[config.mk]
export PLATFORM = sky130hd
export DESIGN_NAME = imem_port_arbiter_flat
export DESIGN_NICKNAME = d
export VERILOG_FILES = /design/src/rtl/imem_port_arbiter_if.sv /design/src/rtl/imem_port_arbiter.sv /design/src/flat_wrapper.sv
export SDC_FILE = /design/constraint.sdc
export NUM_CORES = 1
export LEC_CHECK = 0
export ABC_CLOCK_PERIOD_IN_PS = 3300
export CAP_MARGIN = 20
export CORE_AREA = 2 2 45 47
export DETAILED_ROUTE_END_ITERATION = 10
export DIE_AREA = 0 0 47 49
export DONT_BUFFER_PORTS = 1
export GPL_TIMING_DRIVEN = 0
export PLACE_DENSITY = 0.66
export REMOVE_ABC_BUFFERS = 1
export SETUP_SLACK_MARGIN = 0.15
export SLEW_MARGIN = 20
export SYNTH_ARGS = -nofsm -noshare
export SYNTH_HDL_FRONTEND = slang
export SYNTH_SLANG_ARGS = --single-unit
[constraint.sdc]
create_clock -name clk -period 3.3 [get_ports clk]
set_clock_uncertainty 0.15 [all_clocks]
set_input_delay 0.33 -clock clk [delete_from_list [all_inputs] [get_ports clk]]
set_output_delay 0.33 -clock clk [all_outputs]
set_load 0.005 [all_outputs]
[src/rtl/imem_port_arbiter_if.sv]
// Bundle of fetch, loader and memory-side signals for imem_port_arbiter.
// slave = arbiter side, master = requesters plus memory array.
interface imem_port_arbiter_if #(
    parameter int ADDR_W = 8,
    parameter int DATA_W = 16
);
    logic              f_req;
    logic [ADDR_W-1:0] f_addr;
    logic              f_gnt;
    logic              f_rvalid;
    logic [DATA_W-1:0] f_rdata;

    logic              l_req;
    logic              l_we;
    logic              l_lock;
    logic [ADDR_W-1:0] l_addr;
    logic [DATA_W-1:0] l_wdata;
    logic              l_gnt;
    logic              l_rvalid;
    logic [DATA_W-1:0] l_rdata;

    logic              mem_en;
    logic              mem_we;
    logic [ADDR_W-1:0] mem_addr;
    logic [DATA_W-1:0] mem_wdata;
    logic [DATA_W-1:0] mem_rdata;

    logic [1:0]        owner;

    modport slave (
        input  f_req, f_addr,
        input  l_req, l_we, l_lock, l_addr, l_wdata,
        input  mem_rdata,
        output f_gnt, f_rvalid, f_rdata,
        output l_gnt, l_rvalid, l_rdata,
        output mem_en, mem_we, mem_addr, mem_wdata,
        output owner
    );

    modport master (
        output f_req, f_addr,
        output l_req, l_we, l_lock, l_addr, l_wdata,
        output mem_rdata,
        input  f_gnt, f_rvalid, f_rdata,
        input  l_gnt, l_rvalid, l_rdata,
        input  mem_en, mem_we, mem_addr, mem_wdata,
        input  owner
    );
endinterface

[src/rtl/imem_port_arbiter.sv]
// Fetch/loader arbiter for the single-port instruction memory.
// Define IMEM_ARB_STARVE_GUARD_EN to bound loader starvation by STARVE_MAX.
module imem_port_arbiter #(
    parameter int ADDR_W     = 8,
    parameter int DATA_W     = 16,
    parameter int STARVE_MAX = 4
) (
    input logic                clk,
    input logic                reset_n,
    imem_port_arbiter_if.slave bus
);

    typedef enum logic [1:0] {
        IDLE   = 2'd0,
        FETCH  = 2'd1,
        LOAD   = 2'd2,
        LOCKED = 2'd3
    } state_e;

    if (STARVE_MAX < 1 || STARVE_MAX > 15) begin : g_bad_starve
        $error("STARVE_MAX out of range 1..15");
    end

    state_e state_q, state_d;
    logic   f_rvalid_q, l_rvalid_q;
    logic   f_gnt, l_gnt;
    logic   l_win;

`ifdef IMEM_ARB_STARVE_GUARD_EN
    logic [3:0] wait_q, wait_d;

    assign l_win = bus.l_req && (wait_q == 4'(STARVE_MAX));

    always_comb begin
        wait_d = wait_q;
        if (!bus.l_req || l_gnt) begin
            wait_d = '0;
        end else if (wait_q != 4'(STARVE_MAX)) begin
            wait_d = wait_q + 4'd1;
        end
    end

    always_ff @(posedge clk or negedge reset_n) begin
        if (!reset_n) begin
            wait_q <= '0;
        end else begin
            wait_q <= wait_d;
        end
    end
`else
    assign l_win = 1'b0;
`endif

    // Grants are forced low while reset is held so the memory sees no access.
    always_comb begin
        f_gnt = 1'b0;
        l_gnt = 1'b0;
        if (reset_n) begin
            if (state_q == LOCKED) begin
                l_gnt = bus.l_req;
            end else if (l_win) begin
                l_gnt = 1'b1;
            end else begin
                f_gnt = bus.f_req;
                l_gnt = bus.l_req & ~bus.f_req;
            end
        end
    end

    always_comb begin
        state_d = IDLE;
        if (state_q == LOCKED) begin
            state_d = bus.l_lock ? LOCKED : IDLE;
        end else if (l_gnt && bus.l_lock) begin
            state_d = LOCKED;
        end else if (f_gnt) begin
            state_d = FETCH;
        end else if (l_gnt) begin
            state_d = LOAD;
        end
    end

    always_ff @(posedge clk or negedge reset_n) begin
        if (!reset_n) begin
            state_q    <= IDLE;
            f_rvalid_q <= 1'b0;
            l_rvalid_q <= 1'b0;
        end else begin
            state_q    <= state_d;
            f_rvalid_q <= f_gnt;
            l_rvalid_q <= l_gnt & ~bus.l_we;
        end
    end

    assign bus.f_gnt     = f_gnt;
    assign bus.l_gnt     = l_gnt;
    assign bus.f_rvalid  = f_rvalid_q;
    assign bus.l_rvalid  = l_rvalid_q;
    assign bus.f_rdata   = bus.mem_rdata;
    assign bus.l_rdata   = bus.mem_rdata;
    assign bus.mem_en    = f_gnt | l_gnt;
    assign bus.mem_we    = l_gnt & bus.l_we;
    assign bus.mem_addr  = f_gnt ? bus.f_addr :
                           l_gnt ? bus.l_addr : '0;
    assign bus.mem_wdata = l_gnt ? bus.l_wdata : '0;
    assign bus.owner     = state_q;

endmodule

[src/flat_wrapper.sv]
// flat-port wrapper written by rule: the top's interface ports become plain ports
module imem_port_arbiter_flat 
#(
    parameter int ADDR_W     = 8,
    parameter int DATA_W     = 16,
    parameter int STARVE_MAX = 4
)
  (clk, reset_n, bus_f_req, bus_f_addr, bus_l_req, bus_l_we, bus_l_lock, bus_l_addr, bus_l_wdata, bus_mem_rdata, bus_f_gnt, bus_f_rvalid, bus_f_rdata, bus_l_gnt, bus_l_rvalid, bus_l_rdata, bus_mem_en, bus_mem_we, bus_mem_addr, bus_mem_wdata, bus_owner);
  imem_port_arbiter_if #(.ADDR_W(ADDR_W), .DATA_W(DATA_W)) bus_i ();
  input logic clk;
  input logic reset_n;
  input wire logic [$bits(bus_i.f_req)-1:0] bus_f_req;
  input wire logic [$bits(bus_i.f_addr)-1:0] bus_f_addr;
  input wire logic [$bits(bus_i.l_req)-1:0] bus_l_req;
  input wire logic [$bits(bus_i.l_we)-1:0] bus_l_we;
  input wire logic [$bits(bus_i.l_lock)-1:0] bus_l_lock;
  input wire logic [$bits(bus_i.l_addr)-1:0] bus_l_addr;
  input wire logic [$bits(bus_i.l_wdata)-1:0] bus_l_wdata;
  input wire logic [$bits(bus_i.mem_rdata)-1:0] bus_mem_rdata;
  output wire logic [$bits(bus_i.f_gnt)-1:0] bus_f_gnt;
  output wire logic [$bits(bus_i.f_rvalid)-1:0] bus_f_rvalid;
  output wire logic [$bits(bus_i.f_rdata)-1:0] bus_f_rdata;
  output wire logic [$bits(bus_i.l_gnt)-1:0] bus_l_gnt;
  output wire logic [$bits(bus_i.l_rvalid)-1:0] bus_l_rvalid;
  output wire logic [$bits(bus_i.l_rdata)-1:0] bus_l_rdata;
  output wire logic [$bits(bus_i.mem_en)-1:0] bus_mem_en;
  output wire logic [$bits(bus_i.mem_we)-1:0] bus_mem_we;
  output wire logic [$bits(bus_i.mem_addr)-1:0] bus_mem_addr;
  output wire logic [$bits(bus_i.mem_wdata)-1:0] bus_mem_wdata;
  output wire logic [$bits(bus_i.owner)-1:0] bus_owner;
  assign bus_i.f_req = bus_f_req;
  assign bus_i.f_addr = bus_f_addr;
  assign bus_i.l_req = bus_l_req;
  assign bus_i.l_we = bus_l_we;
  assign bus_i.l_lock = bus_l_lock;
  assign bus_i.l_addr = bus_l_addr;
  assign bus_i.l_wdata = bus_l_wdata;
  assign bus_i.mem_rdata = bus_mem_rdata;
  assign bus_f_gnt = bus_i.f_gnt;
  assign bus_f_rvalid = bus_i.f_rvalid;
  assign bus_f_rdata = bus_i.f_rdata;
  assign bus_l_gnt = bus_i.l_gnt;
  assign bus_l_rvalid = bus_i.l_rvalid;
  assign bus_l_rdata = bus_i.l_rdata;
  assign bus_mem_en = bus_i.mem_en;
  assign bus_mem_we = bus_i.mem_we;
  assign bus_mem_addr = bus_i.mem_addr;
  assign bus_mem_wdata = bus_i.mem_wdata;
  assign bus_owner = bus_i.owner;
  imem_port_arbiter #(.ADDR_W(ADDR_W), .DATA_W(DATA_W), .STARVE_MAX(STARVE_MAX)) u_core (.clk(clk), .reset_n(reset_n), .bus(bus_i));
endmodule
Yosys cells after proc, flatten, opt, wreduce, memory -nomap -nowiden
Cells that the tools add are included.
W data, S select, Z words.
{"block": "totals", "elab_cells": 23, "in_bits": 54, "output_inout_bits": 64, "reg_bits": 4}
{"block": "classes", "n_eq_ne": 1, "bitwise_logic": 6, "reduce_logical": 1, "n_mux": 12}
{"cell": "$mux W16", "count": 1}
{"cell": "$mux W8", "count": 2}
{"cell": "$mux W2", "count": 5}
{"cell": "$mux W1", "count": 4}
{"cell": "$and A1 B1 Y1", "count": 3}
{"cell": "$eq A2 B2 Y1 const B", "count": 1}
{"cell": "$not A1 Y1", "count": 2}
{"cell": "$logic_and A1 B1 Y1", "count": 1}
{"cell": "$or A1 B1 Y1", "count": 1}

Longest topological paths before layout
{"block": "logic_depth", "ltp_word": 8, "ltp_mapped": 4, "mapped_depth_nobuf": 2}

Worst setup path after synthesis
No wires, ideal clock.
{"block": "synth_path", "path_kind": "register -> output", "start": "register u_core.state_q[1], in the netlist u_core.bus.owner[1]", "end": "output port bus_mem_addr[0]", "n_path_buf": 1, "arrival_time_ns": 1.017, "setup_slack_ns": 1.803, "stages_incl_launch_ff": 4, "required_time_ns": 2.820, "path_cell_list": "dfrtp_1 and2_4 buf_6 o32ai_1"}
{"block": "synth_between", "elab_chain_len": 5, "word_cells_on_any_way": 7, "cone_classes": "eq/ne (1); mux (6)"}
{"element": "from (decl)", "line_no": "imem_port_arbiter.sv:24", "source": "state_e state_q, state_d;"}
{"element": "from (signal assigned)", "line_no": "imem_port_arbiter.sv:89", "source": "state_q <= state_d;"}
{"element": "$eq A2 B2 Y1 (*)", "line_no": "imem_port_arbiter.sv:59", "source": "if (state_q == LOCKED) begin"}
{"element": "$mux W1", "line_no": "imem_port_arbiter.sv:59"}
{"element": "$mux W1", "line_no": "imem_port_arbiter.sv:58", "source": "if (reset_n) begin"}
{"element": "$mux W8", "line_no": "imem_port_arbiter.sv:104", "source": "l_gnt ? bus.l_addr : '0;"}
{"element": "$mux W8 (*)", "line_no": "imem_port_arbiter.sv:103", "source": "assign bus.mem_addr = f_gnt ? bus.f_addr :"}
{"element": "to (decl)", "line_no": "flat_wrapper.sv:28", "source": "output wire logic [$bits(bus_i.mem_addr)-1:0] bus_mem_addr;"}
Mark *: on every way between the ends. The rest lies on a longest branch, timed or not.

Worst setup path after layout
Same ends and word-level chain as after synthesis.

==> summary.txt <==
Met2 Use GR: 17.1%
Top delay family on crit path: compound AO/OA/AOI/OAI gates
Die Width: 47 um
ANT nets after route: 0
Synth cell count leaders: buf_4, nor3b_1, nand3_1
CP required: 2.82 ns
Post-synth EDFFs: 0
Antenna diode count: 0
Main synth FF type: dfrtp_1
RSZ-0062 raised after global routing: no
Longest Clk Path Bufs: 2
DR vias: 595
Path type of the worst setup path: reg -> out
Layout cells sized above 1: 9.52%
GR Layer Usage met3: 21.1%
Mapped Area: 752 um^2
Initial antenna violation count: 0
DRT Pass-1 Iters: 4
Most Crowded Layer GR: met3
Number of global-route vias before repair: 481
Final period utilization: 58.5%
Core ar.: 1840 um^2
Pin count of the biggest net entering global routing: 28
First-pass GRT wire length: 2.46 mm
Maximum fanout along the worst path: 27
HP Class: in -> reg
Syn Inst Count: 98
I/O pins: 118
Chip height: 49 um
Power density over cell area: 296 nW/um^2
Critical path endpoint category: output pin
GR Util All Layers: 15.0%
Area grow syn2layout: -30.1%
Final Max Slew Viols: 0
Max-cap viol count: 0
FMAX: 518 MHz
Final worst slack: 1.37 ns
Max_slew headroom: 57.5%
#FFs+latches synth: 4
WL final: 1.93 mm
CP max-delay cell: a21boi_4
Final nets: 119
FILL cells: 222
Post-synth ARST share: 100%
Dpl ws: 1.59 ns
Status: completed
Die Area: 2300 um^2
Synth top area cells: buf_4, nor3b_1, dfrtp_1, o32ai_1, nand3_1
LEAKAGE: 0.189 nW
Row cnt: 16
Yosys cell types: 17
Crit path largest cell delay: 0.56 ns
H-tree level count: 1
Critical path cell sequence: a21boi_4 > o32ai_1
Clock transition at path regs: 0.04 ns
GPL Wtd Cong: 0.669
CTS Buf Count: 3
Met1 usage: 16.9%
Actual slew at the worst max-slew pin: 0.636 ns
Total power: 0.156 mW
Min Clock Period, post-route: 1.93 ns
Leading area contributor after synthesis: buf_4
DP Wirelength: 1.60 mm
DR WL/cell: 21.4 um
Post_cts resized: 0
Critical path launch point type: register
Clk sink count: 4
Initial Utilization: 40.8%
Port buffer count: 0
Post-synthesis sequential area ratio: 13.3%
Fin. Hold Viols: 0
Yosys warnings: 0
Critical path arrival: 1.45 ns
Root Driver: clkbuf_4
Vias per cell: 6.61
Yosys top cell area share: 33.9%
Bufs and invs on worst path: 0
GRT overflow: 0
Setup TNS Final: 0 ns
# setup viols final: 0
Cell with the most instances after synthesis: buf_4
Skew-Pair Late Insertion Delay: 0.24 ns
# DRC: 0
CTS tree: done
Syn_area_per_cell: 7.67 um^2
DRT iter0 DRCs: 6
Worst IR drop on VDD: 0.176 mV
-- per-layer routing --
layer	wire length [um]	vias up
met4	0	0
met2	696	92
li1	-	239
met5	0	-
met1	706	264
met3	526	0
-- cells in the final DEF, fill, tap and decap left out, types with 2 or more instances in the layout --
master,n
clkbuf_4,3
dfrtp_1,4
inv_1,9
nand2_1,2
nand3_1,10
nor2_1,2
nor3b_1,17
o32ai_1,8
-- cell type report --
cell class / instances / area [um^2] / share of cell area, %
timing repair buffer: 1 / 10.0 / 1.90
inverter: 9 / 33.8 / 6.43
sequential: 4 / 100 / 19.0
clock buffer: 3 / 22.5 / 4.29
multi-input combinational: 46 / 325 / 61.9
tap: 27 / 33.8 / 6.43
-- final timing paths --
path | startpoint | end | slack (ns) | depth (start not counted)
max in group asynchronous | reset_n | u_core.bus.l_rvalid | 2.59 | 1
worst max-delay path | u_core.bus.owner[1] | bus_mem_addr[0] | 1.37 | 2
worst max register to register | u_core.bus.owner[1] | u_core.bus.l_rvalid | 1.87 | 2
worst min register to register | u_core.bus.owner[0] | u_core.bus.owner[1] | 0.55 | 2
worst min-delay path | bus_l_we | u_core.bus.l_rvalid | 0.02 | 1
min in group asynchronous | reset_n | u_core.bus.owner[0] | 0.22 | 1
-- registers in the layout (all words and copies together), names as in the netlist --
name	cells
u_core.bus.owner	2
u_core.bus.l_rvalid	1
u_core.bus.f_rvalid	1
-- logic make-up (layout without fill, tap and decap cells) --
| family | after synthesis | after routing | share of synthesized area (%) |
|---|---|---|---|
| and+or+nand+nor | 33 | 33 | 27.5 |
| AOI/OAI and AO/OA | 13 | 13 | 15.8 |
| buffers and inverters | 48 | 13 | 43.4 |
| DFF | 4 | 4 | 13.3 |
-- power breakdown --
| part | total [mW] | switching (mW) | internal [mW] |
|---|---|---|---|
| Clock | 0.0601 | 0.0195 | 0.0406 |
| Sequential | 0.0562 | 0.00405 | 0.0521 |
| Combinational | 0.0393 | 0.0232 | 0.0161 |
| Total | 0.156 | 0.0468 | 0.109 |
-- stage by stage --
stage / utilization, % / std cells / cell area [um^2] / hold WS (ns)
floorplan: - / 59 / 459 / -0.116
global placement: 26.8 / 86 / 493 / -0.115
detailed placement: 26.8 / 86 / 493 / -0.115
CTS: 28.5 / 90 / 526 / 0.0137
global route: 28.5 / 90 / 526 / 0.00407
finish: 28.5 / 90 / 526 / 0.0223
-- timing repair --
item	in CTS	in global routing
endpoints found under the setup margin	0	0
hold endpoints to repair	4	0
hold buffers	1	0
setup buffers	0	0
No activity file was read; power rests on OpenSTA's default activity.
